File: config.mk
export PLATFORM = sky130hd
export DESIGN_NAME = instr_prefetch_queue
export DESIGN_NICKNAME = d
export VERILOG_FILES = /design/src/rtl/prefetch_pkg.sv /design/src/rtl/pf_tag_cam.sv /design/src/rtl/instr_prefetch_queue.sv
export SDC_FILE = /design/constraint.sdc
export NUM_CORES = 1
export LEC_CHECK = 0
export ABC_AREA = 1
export BUFFER_PORTS_ARGS = -buffer_cell sky130_fd_sc_hd__buf_2
export CORE_MARGIN = 3
export CORE_UTILIZATION = 55
export CTS_CLUSTER_SIZE = 10
export DETAILED_ROUTE_END_ITERATION = 10
export GPL_ROUTABILITY_DRIVEN = 0
export PLACE_DENSITY = 0.73
export RECOVER_POWER = 25
export SYNTH_ARGS = -nofsm -noshare
export SYNTH_HDL_FRONTEND = slang
export SYNTH_SLANG_ARGS = --single-unit
File: constraint.sdc
create_clock -name i_clk -period 4.2 [get_ports i_clk]
set_input_delay 0.21 -clock i_clk [delete_from_list [all_inputs] [get_ports i_clk]]
set_output_delay 0.21 -clock i_clk [all_outputs]
set_load 0.005 [all_outputs]
File: src/rtl/prefetch_pkg.sv
// Shared types and default parameters for the instruction prefetch queue.
package prefetch_pkg;

    localparam int PF_DEF_DEPTH  = 8;
    localparam int PF_DEF_ADDR_W = 32;
    localparam int PF_DEF_DATA_W = 64;
    localparam int PF_DEF_TAG_W  = 4;
    localparam int PF_DEF_STRIDE = 8;
    localparam int PF_STATE_W    = 2;

    typedef enum logic [PF_STATE_W-1:0] {
        ST_EMPTY   = 2'd0,
        ST_PENDING = 2'd1,
        ST_READY   = 2'd2
    } entry_state_e;

    typedef struct packed {
        logic [PF_DEF_ADDR_W-1:0] addr;
        logic [PF_DEF_TAG_W-1:0]  tag;
        logic [PF_DEF_DATA_W-1:0] data;
        entry_state_e             state;
    } pf_entry_t;

endpackage

File: src/rtl/pf_tag_cam.sv
// Response-tag CAM: finds the PENDING entry whose tag equals the response tag.
module pf_tag_cam
    import prefetch_pkg::*;
#(
    parameter int DEPTH = PF_DEF_DEPTH,
    parameter int TAG_W = PF_DEF_TAG_W
) (
    input  logic [DEPTH*TAG_W-1:0]      i_tags,
    input  logic [DEPTH*PF_STATE_W-1:0] i_states,
    input  logic [TAG_W-1:0]            i_resp_tag,
    output logic [DEPTH-1:0]            o_match,
    output logic                        o_match_valid
);

    logic [DEPTH-1:0] w_match_raw;

    genvar gi;
    generate
        for (gi = 0; gi < DEPTH; gi++) begin : g_cmp
            assign w_match_raw[gi] = (i_resp_tag != '0)
                && (i_tags[gi*TAG_W +: TAG_W] == i_resp_tag)
                && (i_states[gi*PF_STATE_W +: PF_STATE_W] == ST_PENDING);
        end
    endgenerate

    // Keep only the lowest matching entry so the vector is always one-hot.
    assign o_match       = w_match_raw & (~w_match_raw + DEPTH'(1));
    assign o_match_valid = |w_match_raw;

endmodule

File: src/rtl/instr_prefetch_queue.sv
// Sequential instruction prefetcher: a circular queue of outstanding/ready lines
// served in order to demand fetches, flushed and re-aimed on any mismatch.
module instr_prefetch_queue
    import prefetch_pkg::*;
#(
    parameter int DEPTH  = PF_DEF_DEPTH,
    parameter int ADDR_W = PF_DEF_ADDR_W,
    parameter int DATA_W = PF_DEF_DATA_W,
    parameter int TAG_W  = PF_DEF_TAG_W,
    parameter int STRIDE = PF_DEF_STRIDE
) (
    input  logic                     i_clk,
    input  logic                     i_rst_n,
    input  logic                     i_enable,
    input  logic                     i_fetch_valid,
    input  logic [ADDR_W-1:0]        i_fetch_addr,
    output logic                     o_fetch_hit,
    output logic [DATA_W-1:0]        o_fetch_data,
    output logic                     o_mem_req_valid,
    output logic [ADDR_W-1:0]        o_mem_req_addr,
    input  logic [TAG_W-1:0]         i_mem_req_tag,
    input  logic [TAG_W-1:0]         i_mem_resp_tag,
    input  logic [DATA_W-1:0]        i_mem_resp_data,
    output logic [$clog2(DEPTH):0]   o_occupancy
);

    localparam int IW = $clog2(DEPTH);
    localparam int PW = IW + 1;

    logic [PW-1:0]     r_head;
    logic [PW-1:0]     r_tail;
    logic [ADDR_W-1:0] r_next_addr;
    entry_state_e      r_state [DEPTH];
    logic [ADDR_W-1:0] r_addr  [DEPTH];
    logic [TAG_W-1:0]  r_tag   [DEPTH];
    logic [DATA_W-1:0] r_data  [DEPTH];

    logic [IW-1:0]                 w_head_idx;
    logic [IW-1:0]                 w_tail_idx;
    logic                          w_empty;
    logic                          w_full;
    logic                          w_redirect;
    logic                          w_hit;
    logic                          w_req_valid;
    logic                          w_alloc;
    logic [DEPTH*TAG_W-1:0]        w_tags_flat;
    logic [DEPTH*PF_STATE_W-1:0]   w_states_flat;
    logic [DEPTH-1:0]              w_match;
    logic                          w_match_valid;

    genvar gi;
    generate
        for (gi = 0; gi < DEPTH; gi++) begin : g_flat
            assign w_tags_flat[gi*TAG_W +: TAG_W]             = r_tag[gi];
            assign w_states_flat[gi*PF_STATE_W +: PF_STATE_W] = r_state[gi];
        end
    endgenerate

    pf_tag_cam #(
        .DEPTH (DEPTH),
        .TAG_W (TAG_W)
    ) u_cam (
        .i_tags        (w_tags_flat),
        .i_states      (w_states_flat),
        .i_resp_tag    (i_mem_resp_tag),
        .o_match       (w_match),
        .o_match_valid (w_match_valid)
    );

    assign w_head_idx = r_head[IW-1:0];
    assign w_tail_idx = r_tail[IW-1:0];
    assign w_empty    = (r_head == r_tail);
    assign w_full     = (w_head_idx == w_tail_idx) && (r_head[IW] != r_tail[IW]);

    assign w_redirect = i_fetch_valid &&
        (w_empty ? (i_fetch_addr != r_next_addr) : (r_addr[w_head_idx] != i_fetch_addr));

    // Hit is taken from registered state only, so a response never bypasses to the fetch.
    assign w_hit = i_fetch_valid && !w_empty && (r_state[w_head_idx] == ST_READY)
                && (r_addr[w_head_idx] == i_fetch_addr);

    // Full is sampled before this cycle's pop: a freed slot is reusable only next cycle.
    assign w_req_valid = i_rst_n && i_enable && !w_full && !w_redirect;
    assign w_alloc     = w_req_valid && (i_mem_req_tag != '0);

    assign o_fetch_hit     = w_hit;
    assign o_fetch_data    = r_data[w_head_idx];
    assign o_mem_req_valid = w_req_valid;
    assign o_mem_req_addr  = r_next_addr;
    assign o_occupancy     = r_tail - r_head;

    always_ff @(posedge i_clk or negedge i_rst_n) begin
        if (!i_rst_n) begin
            r_head      <= '0;
            r_tail      <= '0;
            r_next_addr <= '0;
            for (int i = 0; i < DEPTH; i++) begin
                r_state[i] <= ST_EMPTY;
                r_addr[i]  <= '0;
                r_tag[i]   <= '0;
                r_data[i]  <= '0;
            end
        end else if (w_redirect) begin
            r_head      <= '0;
            r_tail      <= '0;
            r_next_addr <= i_fetch_addr;
            for (int i = 0; i < DEPTH; i++) begin
                r_state[i] <= ST_EMPTY;
            end
        end else begin
            if (w_match_valid) begin
                for (int i = 0; i < DEPTH; i++) begin
                    if (w_match[i]) begin
                        r_state[i] <= ST_READY;
                        r_data[i]  <= i_mem_resp_data;
                    end
                end
            end
            if (w_hit) begin
                r_state[w_head_idx] <= ST_EMPTY;
                r_head              <= r_head + PW'(1);
            end
            if (w_alloc) begin
                r_state[w_tail_idx] <= ST_PENDING;
                r_addr[w_tail_idx]  <= r_next_addr;
                r_tag[w_tail_idx]   <= i_mem_req_tag;
                r_tail              <= r_tail + PW'(1);
                r_next_addr         <= r_next_addr + ADDR_W'(STRIDE);
            end
        end
    end

endmodule

==> results.json, run 1 <==
{
  "startpoint": "r_head[1]",
  "n_antenna_cell": 0,
  "synth_area_leaders": "dfrtp_1 52%, nand2_1 18%, nand4_1 5.3%",
  "first_pass_iters": 6,
  "vias_per_cell": 6.06,
  "grt_remaining_overflow": 0,
  "clk_pin_slew_ns": 0.06,
  "status": "complete, but fails checks",
  "cpPeakStageDelay_ns": 0.50,
  "arrival_ns": 3.82,
  "setup_violations": 0,
  "tritoncts": "yes",
  "regToRegStartpoint": "r_head[1]",
  "yosys.cell_count.top_type": "nand2_1",
  "violations": "max-capacitance violations, max-slew violations",
  "synthesis.instances": 5193,
  "final_nets": 5428,
  "critPathKind": "flip-flop to primary output",
  "synth_common_cells": "1951 x nand2_1, 856 x dfrtp_1, 353 x nand4_1, 339 x o21ai_0, 291 x o21ai_1",
  "ys_seq_area_frac": 0.515,
  "ys_seq_elements": 856,
  "grt_antenna_before_repair": 1,
  "routedWlPerCell_um": 20.9,
  "min_path_type": "input pin to asynchronous set/reset pin",
  "hold_violations": 0,
  "synth_cell_types": 41,
  "reg2reg_slack_ns": 0.30,
  "yosysTopAreaCell": "dfrtp_1",
  "num_rows": 100,
  "initial_core_util": 0.556,
  "yosys_most_used_dff": "dfrtp_1",
  "wl_um": 132000,
  "clockBufferDepth": 3,
  "fin_skew_ns": 0.0366,
  "ys_async_sr_fraction": 1.00,
  "ioPinCount": 210,
  "yosysWarnings": 0,
  "cp_common_cell": "nand2_1",
  "via_count": 38200,
  "grt_pass1_vias": 36000,
  "grt_max_degree": 163,
  "power-per-cell-area_mw_per_mm2": 414,
  "numPortBuffers": 209,
  "die-area_mm2": 0.0789,
  "maxCapViolations": 3,
  "max-vdd-ir-drop_v": 0.000333,
  "track_usage": 0.333,
  "tightest_slew_ns": 2.61,
  "drc": 0,
  "drive_gt1_frac": 0.0900,
  "max_slew_margin": -0.737,
  "final_antenna_net_count": 0,
  "cts_inserted_buffers": 96,
  "path_cells": "buf_12, nand2_2, buf_4, nor2_1, o21ai_1, nand2_1, nor2_2, nand2_1, nand2_1, nand2_1, nand2_1, nand2_1, nor2_1, nand2_1, nor2_1, nand2_2, a21oi_4, buf_12, buf_12, buf_2",
  "leakagePower_uw": 0.0236,
  "fp.coreArea_mm2": 0.0747,
  "fp.dieH_um": 281,
  "layout_min_cycle_time_ns": 4.03,
  "synth-edff-count": 0,
  "worstPathRequired_ns": 3.99,
  "dieWidth_um": 281,
  "h-tree-depth": 3,
  "slowest_stage": "dfrtp_2",
  "synth.top_cell.area_share": 0.515,
  "fillers": 6394,
  "cts.sinks": 856,
  "drt_iter0_drc": 4997,
  "cp-start-kind": "flip-flop",
  "syn2layout_area_growth_pct": 13.3,
  "syn_area_per_cell_um2": 8.00,
  "drv_slew": 326,
  "grt_pass1_wl_um": 207000,
  "fin_setup_tns_ns": 0,
  "fin_util": 0.630,
  "fmax_mhz": 248,
  "rsz0062_at_grt": "true",
  "hpwl_um": 78200,
  "end_kind": "primary output",
  "fin_crit_sh": 0.960,
  "synth_nets": 5308,
  "netlist_area_mm2": 0.0416,
  "worstPathMaxFanout": 36,
  "clock_latency_ns": 0.67,
  "cts_root_buffer": "clkbuf_16"
}
-- cell families after synthesis --
| group | synth area share |
|---|---|
| AND/OR/NAND/NOR | 0.277 |
| AO/OA/AOI/OAI | 0.121 |
| flip-flops | 0.515 |
| buffers and inverters | 0.0715 |
| XOR/XNOR | 0.0126 |
| adder cells (fa/ha/maj) | 0.00229 |
-- per-layer routing --
metal  part of all wire  track usage
met5           0.000099            0
met4              0.044        0.137
met3              0.092       0.0543
met2               0.45        0.514
met1               0.41        0.472
-- final cells by class --
class,instances,area (µm²),share of cell area
multi-input combinational,3656,17400,0.370
clock buffer,109,2480,0.0527
tap,969,1210,0.0257
sequential,856,21400,0.455
timing repair buffer,424,3370,0.0716
clock inverter,7,124,0.00263
inverter,279,1060,0.0226
-- cell usage in the layout, fill, tap and decap left out, drive strengths merged, types with 2 or more instances in the layout --
master / synthesis / layout
nand2: 1952 / 1952
dfrtp: 856 / 856
o21ai: 631 / 631
nand4: 353 / 353
buf: 228 / 318
inv: 276 / 279
nand3: 174 / 174
nor2: 162 / 162
clkbuf: 174 / 117
dlygate4sd3: 0 / 97
a22oi: 83 / 83
a221oi: 64 / 64
xor2: 54 / 54
a22o: 41 / 41
or2: 38 / 38
o211ai: 25 / 25
a21oi: 22 / 22
nor3: 18 / 18
nor4: 14 / 14
clkinv: 3 / 7
ha: 6 / 6
xnor2: 5 / 5
o22ai: 4 / 4
nor3b: 3 / 3
nor4b: 2 / 2
-- state kept, by name (all words and copies together), names as in the netlist --
signal and count:
r_data 512, r_addr 256, o_mem_req_addr 32, r_tag 32, r_state 16, r_head 4, r_tail 4
-- path summary, 6_finish.rpt --
check,cells after the start,end
hold / removal,2,r_data[392]
hold reg to reg,2,r_addr[106]
max in group asynchronous,4,o_mem_req_addr[24]
setup reg to reg,21,o_mem_req_addr[19]
setup / recovery,20,o_mem_req_valid
min in group i_clk,5,o_mem_req_addr[23]
-- report_power, final --
group	switching, µW	internal (µW)
Clock	3260	4150
Sequential	466	8820
Combinational	1770	1040
-- worst max-delay path, delay by kind of cell, from the launching register on --
family                 cells  cell delay (ns)
AO/OA/AOI/OAI              2             0.25
flip-flops                 1             0.50
AND/OR/NAND/NOR           13             1.40
buffers and inverters      5             0.99
-- what timing repair did --
action | 4_1_cts | 5_1_grt
cloned | 1 | 0
pin swaps | 1 | 1
hold buffers | 97 | 0
setup endpoints to repair | 1 | 27
endpoints found under the hold margin | 595 | 0
setup buffers | 1 | 0
resized for setup | 0 | 14
-- stage by stage --
| stage | instance area [µm²] | instances | power [µW] | worst slack (ns) | hold WS (ns) |
|---|---|---|---|---|---|
| 2_1_floorplan | 41600 | 5193 | 10900 | 1.01 | -0.0856 |
| 3_3_place_gp | 43500 | 6085 | 12000 | 0.347 | 0.127 |
| 3_5_place_dp | 43500 | 6085 | 12100 | 0.329 | 0.128 |
| 4_1_cts | 47100 | 6300 | 19600 | 0.00349 | 0.00575 |
| 5_1_grt | 47100 | 6300 | 20300 | -0.0191 | 0.0461 |
| 6_report | 47100 | 6300 | 19500 | 0.170 | 0.0277 |
Note: power is estimated with default switching activity, not from simulation.
==> run 2, diff against run 1 <==
Settings changed: ABC_AREA 1 to default, CORE_ASPECT_RATIO from default to 0.6.
==> results.json, run 2 <==
{
  "reg2reg_slack_ns": -0.01,
  "fin_setup_tns_ns": -0.0748,
  "synthesis.instances": 2899,
  "syn2layout_area_growth_pct": 17.5,
  "hold_ws_ns": 0.0640,
  "path_cells": "buf_12, buf_4, mux4_2, mux2i_2, xnor2_1, o41a_1, a311o_1, nor4_4, a41oi_4, buf_6, nor2_2, buf_2",
  "synth_area_leaders": "dfrtp_1 54%, mux2_2 23%, a22oi_1 3.5%",
  "grt_pass1_vias": 28500,
  "routedWlPerCell_um": 26.4,
  "cts_root_buffer": "clkbuf_16",
  "grt_pass1_wl_um": 171000,
  "top_regs": "r_data: 512 flops, r_addr: 256 flops",
  "crit_end": "o_mem_req_valid",
  "placed_cell_area_mm2": 0.0423,
  "cpPeakStageDelay_ns": 0.51,
  "min_path_type": "input pin to asynchronous set/reset pin",
  "syn_area_per_cell_um2": 13.7,
  "ys_seq_area_frac": 0.541,
  "final_cell_mix": "853 x dfrtp_1, 810 x mux2_2, 208 x buf_2",
  "max-vdd-ir-drop_v": 0.000323,
  "critPathKind": "flip-flop to primary output",
  "fp.dieH_um": 214,
  "vias_per_cell": 6.41,
  "worstPathRequired_ns": 3.99,
  "setup_violations": 7,
  "hold_violations": 0,
  "synth-edff-count": 0,
  "power-per-cell-area_mw_per_mm2": 405,
  "rsz0062_at_grt": "true",
  "drc": 0,
  "drive_gt1_frac": 0.427,
  "end_kind": "primary output",
  "cp-start-kind": "flip-flop",
  "violations": "negative setup slack",
  "fin_crit_sh": 1.01,
  "finalInstanceArea_mm2": 0.0465,
  "numPortBuffers": 209,
  "largest_reg_flops": 512,
  "fp.coreArea_mm2": 0.0706,
  "first_pass_iters": 6,
  "reg2reg_to": "r_data[243]",
  "synth_nets": 3014,
  "dp_slack_ns": -0.145,
  "max_slew_margin": 0.213,
  "arrival_ns": 4.02,
  "yosys_most_used_dff": "dfrtp_1",
  "track_usage": 0.293,
  "wl_um": 112000,
  "clockBufferDepth": 3,
  "leakagePower_uw": 0.0223,
  "cts.sinks": 856,
  "startpoint": "r_head[2]",
  "ys_seq_elements": 856,
  "status": "complete, but fails checks",
  "yosys.cell_count.top_type": "dfrtp_1",
  "final_antenna_net_count": 0,
  "via_count": 27100,
  "maxCapViolations": 0,
  "clk_pin_slew_ns": 0.06,
  "drv_slew": 0,
  "synth_common_cells": "856 x dfrtp_1, 813 x mux2_2, 184 x a22oi_1, 110 x clkbuf_1, 99 x nand2_1",
  "synth.top_cell.area_share": 0.541,
  "fmax_mhz": 236,
  "clock_latency_ns": 0.67,
  "r2r_cells": 15,
  "worstPathMaxFanout": 34,
  "netlist_area_mm2": 0.0396,
  "yosysTopAreaCell": "dfrtp_1",
  "drt_iter0_drc": 2865,
  "instances_no_fill": 4228,
  "die-area_mm2": 0.0754,
  "yosysWarnings": 0,
  "fin_skew_ns": 0.0572,
  "setup_slack_ns": -0.0319,
  "dieWidth_um": 352,
  "grt_antenna_before_repair": 1,
  "layout_commonest_cell": "dfrtp_1",
  "synth_cell_types": 73,
  "tightest_slew_ns": 1.18,
  "final_nets": 3370,
  "ys_async_sr_fraction": 1.00,
  "hpwl_um": 69600,
  "dpl.cell_count": 3991,
  "num_rows": 75,
  "regToRegStartpoint": "r_head[2]",
  "h-tree-depth": 3,
  "grt_max_degree": 186,
  "cts_inserted_buffers": 95,
  "top_register": "r_data",
  "ioPinCount": 210,
  "initial_core_util": 0.561,
  "slowest_stage": "dfrtp_4",
  "layout_min_cycle_time_ns": 4.23,
  "grt_remaining_overflow": 0,
  "tritoncts": "yes"
}
[run 2: report_power, final]
part | total, µW | switching [µW] | internal (µW)
clock | 7290 | 3210 | 4080
sequential | 9160 | 395 | 8760
combinational | 2420 | 1240 | 1180
total | 18900 | 4840 | 14000
[run 2: worst min path at each step]
stage,startpoint,slack (ns),depth (start not counted),endpoint
6_report,i_rst_n,0.06,2,r_data[437]
3_5_place_dp,i_rst_n,0.17,1,r_data[437]
2_1_floorplan,i_rst_n,-0.09,0,o_mem_req_addr[0]
5_1_grt,i_rst_n,0.10,2,r_data[437]
3_3_place_gp,i_rst_n,0.15,1,r_data[245]
4_1_cts,i_rst_n,0.06,2,r_data[373]
[run 2: what timing repair did]
| action | in CTS | in global routing |
|---|---|---|
| gates cloned | 3 | 3 |
| pin swaps | 8 | 14 |
| hold buffers | 101 | 0 |
| endpoints found under the hold margin | 622 | 0 |
| gates resized for setup | 46 | 16 |
| setup buffers | 13 | 10 |
| setup endpoints to repair | 454 | 34 |
[run 2: cell families (layout without fill, tap and decap cells)]
group / Yosys count / count (layout) / synth area share
AO/OA/AOI/OAI: 373 / 373 / 0.0692
XOR/XNOR: 113 / 113 / 0.0250
adder cells (fa/ha/maj): 7 / 7 / 0.00240
buffers and inverters: 242 / 608 / 0.0333
flip-flops: 856 / 856 / 0.541
multiplexers: 939 / 939 / 0.278
other: 0 / 1 / 0
AND/OR/NAND/NOR: 369 / 369 / 0.0516
[run 2: area by class of cell]
class / count / area (µm²)
sequential: 856 / 21400
fill: 4915 / 24000
multi-input combinational: 1801 / 17100
clock buffer: 101 / 2430
clock inverter: 6 / 125
tap: 962 / 1200
antenna: 1 / 2.50
inverter: 27 / 105
timing repair buffer: 474 / 4090
[run 2: metal layers]
layer | vias to the layer above | track usage | wire length [µm]
met2 | 1228 | 0.454 | 50300
met5 | - | 0 | 13
met1 | 14200 | 0.416 | 48700
met3 | 236 | 0.0692 | 9610
li1 | 11400 | - | -
met4 | 2 | 0.0904 | 2930
[run 2: critical path: cells and delay by family (launching register included)]
family,cells,cell delay (ns)
mux,2,0.50
compound gates,3,1.06
simple gates,2,0.49
buf+inv,4,0.66
xor+xnor,1,0.12
flops,1,0.51
[run 2: through the flow]
stage / total power (µW) / util
global placement: 11400 / 0.599
finish: 18900 / 0.659
global route: 19600 / 0.659
detailed placement: 11500 / 0.599
floorplan: 10400 / -
CTS: 18900 / 0.656
